**config.mk**
```make
export PLATFORM = sky130hd
export DESIGN_NAME = mul_div_ctrl_flat
export DESIGN_NICKNAME = d
export VERILOG_FILES = /design/src/rtl/mul_div_pkg.sv /design/src/rtl/mul_div_if.sv /design/src/rtl/mul_div_ctrl.sv /design/src/flat_wrapper.sv
export SDC_FILE = /design/constraint.sdc
export NUM_CORES = 1
export LEC_CHECK = 0
export CAP_MARGIN = 40
export CORE_MARGIN = 2
export CORE_UTILIZATION = 42
export CTS_CLUSTER_DIAMETER = 80
export DETAILED_ROUTE_END_ITERATION = 6
export PLACE_DENSITY = 0.85
export SYNTH_ARGS = -nofsm -noshare
export SYNTH_HDL_FRONTEND = slang
export SYNTH_SLANG_ARGS = --single-unit
```
**constraint.sdc**
```tcl
create_clock -name clk_i -period 2.9 [get_ports clk_i]
set_input_delay 0.29 -clock clk_i [delete_from_list [all_inputs] [get_ports clk_i]]
set_output_delay 0.29 -clock clk_i [all_outputs]
set_load 0.005 [all_outputs]
```
**src/rtl/mul_div_pkg.sv**
```systemverilog
// Shared definitions for the EX-stage RV32M sequencing controller.
// Holds opcode, funct3 codes, FSM encoding and result fix-up.
package mul_div_pkg;

    localparam logic [6:0] INST_TYPE_R_M = 7'b0110011;

    localparam logic [2:0] F3_MUL    = 3'b000;
    localparam logic [2:0] F3_MULH   = 3'b001;
    localparam logic [2:0] F3_MULHSU = 3'b010;
    localparam logic [2:0] F3_MULHU  = 3'b011;
    localparam logic [2:0] F3_DIV    = 3'b100;
    localparam logic [2:0] F3_DIVU   = 3'b101;
    localparam logic [2:0] F3_REM    = 3'b110;
    localparam logic [2:0] F3_REMU   = 3'b111;

    typedef enum logic [1:0] {
        ST_IDLE = 2'd0,
        ST_RUN  = 2'd1,
        ST_RESP = 2'd2
    } state_e;

    // Unit returns remainder magnitude and zero for x%0; patch both here.
    function automatic logic [31:0] md_fixup(
        input logic [2:0]  f3,
        input logic [31:0] rs1,
        input logic [31:0] rs2,
        input logic [31:0] high,
        input logic [31:0] low
    );
        logic [31:0] r;
        r = low;
        unique case (f3)
            F3_MUL:                       r = low;
            F3_MULH, F3_MULHSU, F3_MULHU: r = high;
            F3_DIV, F3_DIVU:              r = low;
            F3_REM: begin
                if (rs2 == 32'd0)  r = rs1;
                else if (rs1[31])  r = -high;
                else               r = high;
            end
            F3_REMU:                      r = (rs2 == 32'd0) ? rs1 : high;
        endcase
        return r;
    endfunction

endpackage

```
**src/rtl/mul_div_if.sv**
```systemverilog
// Issue/writeback handshake bundle for the mul/div controller.
// master = issue+writeback side, slave = controller.
interface mul_div_if #(
    parameter int XLEN = 32,
    parameter int RD_W = 5
);
    logic            req_valid;
    logic            req_ready;
    logic [2:0]      req_funct3;
    logic [XLEN-1:0] req_rs1;
    logic [XLEN-1:0] req_rs2;
    logic [RD_W-1:0] req_rd;
    logic            resp_valid;
    logic            resp_ready;
    logic [XLEN-1:0] resp_data;
    logic [RD_W-1:0] resp_rd;

    modport master (
        output req_valid, req_funct3, req_rs1, req_rs2, req_rd, resp_ready,
        input  req_ready, resp_valid, resp_data, resp_rd
    );

    modport slave (
        input  req_valid, req_funct3, req_rs1, req_rs2, req_rd, resp_ready,
        output req_ready, resp_valid, resp_data, resp_rd
    );
endinterface

```
**src/rtl/mul_div_ctrl.sv**
```systemverilog
// Sequencer for the iterative RV32M unit: latches one op, holds the
// unit request until done, fixes up the result and hands it back.
module mul_div_ctrl
    import mul_div_pkg::*;
#(
    parameter int XLEN = 32,
    parameter int RD_W = 5
) (
    input  logic            clk_i,
    input  logic            rst_i,
    input  logic            flush_i,
    output logic            busy_o,
    mul_div_if.slave        io,
    output logic            md_req_o,
    output logic [2:0]      md_m_d_op_o,
    output logic [6:0]      md_op_o,
    output logic [XLEN-1:0] md_rs1_o,
    output logic [XLEN-1:0] md_rs2_o,
    output logic            md_rs1_signed_o,
    output logic            md_rs2_signed_o,
    input  logic [XLEN-1:0] md_high_i,
    input  logic [XLEN-1:0] md_low_i,
    input  logic            md_ready_i,
    input  logic [5:0]      md_count_i
);

    state_e          state, state_n;
    logic            take, cap;
    logic [2:0]      f3_q;
    logic [XLEN-1:0] rs1_q, rs2_q, res_q;
    logic [RD_W-1:0] rd_q;

    // Iteration count is debug visibility only.
    logic unused_count;
    assign unused_count = ^md_count_i;

    always_ff @(posedge clk_i) begin
        if (rst_i) begin
            state <= ST_IDLE;
            f3_q  <= '0;
            rs1_q <= '0;
            rs2_q <= '0;
            rd_q  <= '0;
            res_q <= '0;
        end else begin
            state <= state_n;
            if (take) begin
                f3_q  <= io.req_funct3;
                rs1_q <= io.req_rs1;
                rs2_q <= io.req_rs2;
                rd_q  <= io.req_rd;
            end
            if (cap) begin
                res_q <= md_fixup(f3_q, rs1_q, rs2_q,
                                  md_high_i, md_low_i);
            end
        end
    end

    always_comb begin
        state_n = state;
        take    = 1'b0;
        cap     = 1'b0;
        unique case (state)
            ST_IDLE: begin
                if (io.req_valid && !flush_i) begin
                    state_n = ST_RUN;
                    take    = 1'b1;
                end
            end
            ST_RUN: begin
                if (flush_i) begin
                    state_n = ST_IDLE;
                end else if (md_ready_i) begin
                    state_n = ST_RESP;
                    cap     = 1'b1;
                end
            end
            ST_RESP: begin
                if (flush_i || io.resp_ready) state_n = ST_IDLE;
            end
            default: state_n = ST_IDLE;
        endcase
    end

    // Request gated by reset so the unit sees a low cycle to clear its count.
    assign md_req_o        = (state == ST_RUN) && !rst_i;
    assign md_m_d_op_o     = f3_q;
    assign md_op_o         = INST_TYPE_R_M;
    assign md_rs1_o        = rs1_q;
    assign md_rs2_o        = rs2_q;
    assign md_rs1_signed_o = (f3_q == F3_MUL) || (f3_q == F3_MULH) ||
                             (f3_q == F3_MULHSU) || (f3_q == F3_DIV) ||
                             (f3_q == F3_REM);
    assign md_rs2_signed_o = (f3_q == F3_MUL) || (f3_q == F3_MULH) ||
                             (f3_q == F3_DIV) || (f3_q == F3_REM);

    assign io.req_ready  = (state == ST_IDLE) && !flush_i;
    assign io.resp_valid = (state == ST_RESP);
    assign io.resp_data  = res_q;
    assign io.resp_rd    = rd_q;
    assign busy_o        = (state != ST_IDLE);

endmodule

```
**src/flat_wrapper.sv**
```systemverilog
// flat-port wrapper written by rule: the top's interface ports become plain ports
module mul_div_ctrl_flat import mul_div_pkg::*;
#(
    parameter int XLEN = 32,
    parameter int RD_W = 5
)
  (clk_i, rst_i, flush_i, busy_o, md_req_o, md_m_d_op_o, md_op_o, md_rs1_o, md_rs2_o, md_rs1_signed_o, md_rs2_signed_o, md_high_i, md_low_i, md_ready_i, md_count_i, io_req_valid, io_req_funct3, io_req_rs1, io_req_rs2, io_req_rd, io_resp_ready, io_req_ready, io_resp_valid, io_resp_data, io_resp_rd);
  mul_div_if #(.XLEN(XLEN), .RD_W(RD_W)) io_i ();
  input  logic clk_i;
  input  logic rst_i;
  input  logic flush_i;
  output logic busy_o;
  output logic md_req_o;
  output logic [2:0] md_m_d_op_o;
  output logic [6:0] md_op_o;
  output logic [XLEN-1:0] md_rs1_o;
  output logic [XLEN-1:0] md_rs2_o;
  output logic md_rs1_signed_o;
  output logic md_rs2_signed_o;
  input  logic [XLEN-1:0] md_high_i;
  input  logic [XLEN-1:0] md_low_i;
  input  logic md_ready_i;
  input  logic [5:0] md_count_i;
  input wire logic [$bits(io_i.req_valid)-1:0] io_req_valid;
  input wire logic [$bits(io_i.req_funct3)-1:0] io_req_funct3;
  input wire logic [$bits(io_i.req_rs1)-1:0] io_req_rs1;
  input wire logic [$bits(io_i.req_rs2)-1:0] io_req_rs2;
  input wire logic [$bits(io_i.req_rd)-1:0] io_req_rd;
  input wire logic [$bits(io_i.resp_ready)-1:0] io_resp_ready;
  output wire logic [$bits(io_i.req_ready)-1:0] io_req_ready;
  output wire logic [$bits(io_i.resp_valid)-1:0] io_resp_valid;
  output wire logic [$bits(io_i.resp_data)-1:0] io_resp_data;
  output wire logic [$bits(io_i.resp_rd)-1:0] io_resp_rd;
  assign io_i.req_valid = io_req_valid;
  assign io_i.req_funct3 = io_req_funct3;
  assign io_i.req_rs1 = io_req_rs1;
  assign io_i.req_rs2 = io_req_rs2;
  assign io_i.req_rd = io_req_rd;
  assign io_i.resp_ready = io_resp_ready;
  assign io_req_ready = io_i.req_ready;
  assign io_resp_valid = io_i.resp_valid;
  assign io_resp_data = io_i.resp_data;
  assign io_resp_rd = io_i.resp_rd;
  mul_div_ctrl #(.XLEN(XLEN), .RD_W(RD_W)) u_core (.clk_i(clk_i), .rst_i(rst_i), .flush_i(flush_i), .busy_o(busy_o), .io(io_i), .md_req_o(md_req_o), .md_m_d_op_o(md_m_d_op_o), .md_op_o(md_op_o), .md_rs1_o(md_rs1_o), .md_rs2_o(md_rs2_o), .md_rs1_signed_o(md_rs1_signed_o), .md_rs2_signed_o(md_rs2_signed_o), .md_high_i(md_high_i), .md_low_i(md_low_i), .md_ready_i(md_ready_i), .md_count_i(md_count_i));
endmodule
```
==> reports/metrics.cfg <==
[global_routing]
grt_overflow=0
grt_pass1_wl_um=33300
grt_pass1_vias=6362
gr-max-usage-layer=met2
grt_start_max_net_pins=73
grt.met1_usage_pct=37.8
grt_use_met2_pct=46.9
grt.met3_usage_pct=5.80
grt.total_usage_pct=28.8
antenna_found_initial=0

[logic_synthesis]
ys_dominant_reg_cell=dfxtp_1
yosysMostFrequentCell=nand2_1
yosysTopAreaCellShare_pct=37.1
synth_edf_count=0
syn_inst=789
syn_area_um2=5720
ys_seq_area_share_pct=37.1
syn_avg_cell_area_um2=7.25
synthTopCellsByCount=nand2_1, dfxtp_1, a21oi_1
synth_seq_cells=106
async_flop_share_pct=0
synthTopCellsByArea=dfxtp_1, nand2_1, a21oi_1
synth_cell_type_count=64
yosys_warnings=0
synth_largest_area_cell=dfxtp_1

[sta]
worst_slew_pin_slew_ps=748
worst_slack_ps=224
maxSlewHeadroom_pct=50.1
fin_crit_ps=2680
setup_viol=0
drv_slew=0
finalClockSkew_ps=8.32
finalHoldWorstSlack_ps=459
final-hold-violation-count=0
rsz0062_at_grt=no
fmax_mhz=374
fin_setup_tns_ps=0
fin_crit_sh_pct=92.3

[place]
io_buffers=251
gp_congestion=0.915
place_ws_ps=-147
dp_hpwl_um=15800

[clocking]
cts_root_buffer=clkbuf_16
ctsHtreeMaxLevel=3
cts_buffer_depth=2
path_clk_slew_ps=70
cts_made_buffers=9
post-cts-setup-buffers=0
cts_tree=done
ctsResizeCount=0
clk_latency_ps=360
holdBufCountCts=0
clock-sinks=106

[worst_setup_path]
cp.required_ps=3150
crit_path_start_kind=primary input
worstPathArrival_ps=2930
path_max_fanout=5
critPathKind=in2reg
end_kind=flip-flop

[power_and_ir_drop]
intPower_uw=2720
vdd_drop_max_uv=263
clock_power_share_pct=36.8
switching_share_pct=26.8
combPwrFrac_pct=21.2
p_per_area_nw_per_um2=416
seqPwrFrac_pct=42.1
net-switching-power_uw=994
leakagePower_uw=0.00325

[drt]
vias=6788
viasPerCell=5.57
drtIter0Drc=476
firstDrtPassIters=5
postRouteAntennaNets=0
finalWirelength_um=21500
route.detailed.drc=0
wl_per_cell_um=17.6

[final_layout]
antenna_cells=0
syn2layout_area_growth_pct=55.9
drive_gt1_share_pct=8.44
final_core_util_pct=67.3
layout.nets=1188

[floorplanning]
coreArea_um2=13200
initial_core_util_pct=43.2
top_level_ports=265
dieArea_um2=14600
die_height_um=121
die_w_um=121
rows=42

[job]
maxCapViolCount=0

[min_path]
hp-class=reg2reg

[status]
status=finished, final reports clean

power by group through the flow:
stage	Clock, uW	Sequential, uW	Combinational, uW
floorplan	0	1590	323
global placement	0	1590	769
detailed placement	0	1590	777
CTS	1390	1560	782
global route	1450	1570	850
finish	1370	1560	785
per-layer routing:
metal	wire length, um	vias up
met5	0	-
met1	9100	3198
met4	561	0
met2	10100	299
met3	1710	42
li1	-	3249
metrics by stage:
stage | area (um2) | instances | power, uW
after floorplan | 5740 | 794 | 1910
after global placement | 8590 | 1204 | 2360
after detailed placement | 8590 | 1204 | 2370
after CTS | 8910 | 1219 | 3730
after global routing | 8910 | 1219 | 3870
final | 8910 | 1219 | 3710
cell families (layout without fill, tap and decap cells):
logic type,Yosys count,after routing,synth area share [%]
buffers and inverters,76,325,5.78
multiplexers,9,9,1.64
other,2,7,0.131
flip-flops,106,106,37.1
adder cells (fa/ha/maj),1,1,0.219
XOR/XNOR,25,25,3.83
AO/OA/AOI/OAI,223,223,24.3
AND/OR/NAND/NOR,347,347,27.0
layout by cell type (no fill, tap or decap), types with 3 or more instances in the layout:
cell type / n
nand2b_1: 3
nor4_1: 17
clkdlybuf4s50_1: 250
nand4_1: 3
nor2b_1: 5
a311oi_1: 8
o221ai_1: 4
o31ai_1: 5
o21bai_1: 6
o211ai_1: 10
or3_1: 7
a21oi_1: 91
a21o_1: 4
conb_1: 7
buf_4: 56
nor2_1: 58
xnor2_1: 11
nand3_1: 9
nand2_1: 198
clkbuf_16: 9
or2_2: 3
xor2_1: 14
dfxtp_1: 106
nor3_1: 16
a211oi_1: 7
inv_1: 3
o41ai_1: 3
mux2i_1: 6
o22ai_1: 5
o31a_1: 4
o21ai_1: 6
and2_1: 4
o21ai_0: 36
or4_1: 7
a31oi_1: 18
path summary, 6_finish.rpt:
| path | endpoint | startpoint | slack (ps) | cells past startpoint |
|---|---|---|---|---|
| hold / removal | u_core.io.resp_rd[2] | u_core.io.resp_rd[2] | 460 | 2 |
| hold reg to reg | u_core.io.resp_rd[2] | u_core.io.resp_rd[2] | 460 | 2 |
| setup reg to reg | u_core.io.resp_data[1] | u_core.md_rs2_o[23] | 380 | 7 |
| setup / recovery | u_core.io.resp_data[27] | md_high_i[5] | 220 | 7 |
cell type report:
cell class                      instances  area [um2]
Clock buffer                           10         239
Clock inverter                          5        85.1
Fill cell                            1129        4330
Inverter                                3        11.3
Multi-Input combinational cell        612        3290
Sequential cell                       106        2120
Tap cell                              176         220
Timing Repair Buffer                  307        2940
critical path: stages:
cell	delay, ps
clkdlybuf4s50_1	420
or4_1	620
or4_1	710
nor4_1	350
mux2i_1	230
nand2_1	70
a22o_1	250
flip-flops by register name, indices dropped and copies added (netlist names):
register / cells
u_core.md_rs1_o: 32
u_core.md_rs2_o: 32
u_core.md_m_d_op_o: 3
u_core.io.resp_data: 32
u_core.state: 2
u_core.io.resp_rd: 5
No activity file was read; power rests on OpenSTA's default activity.
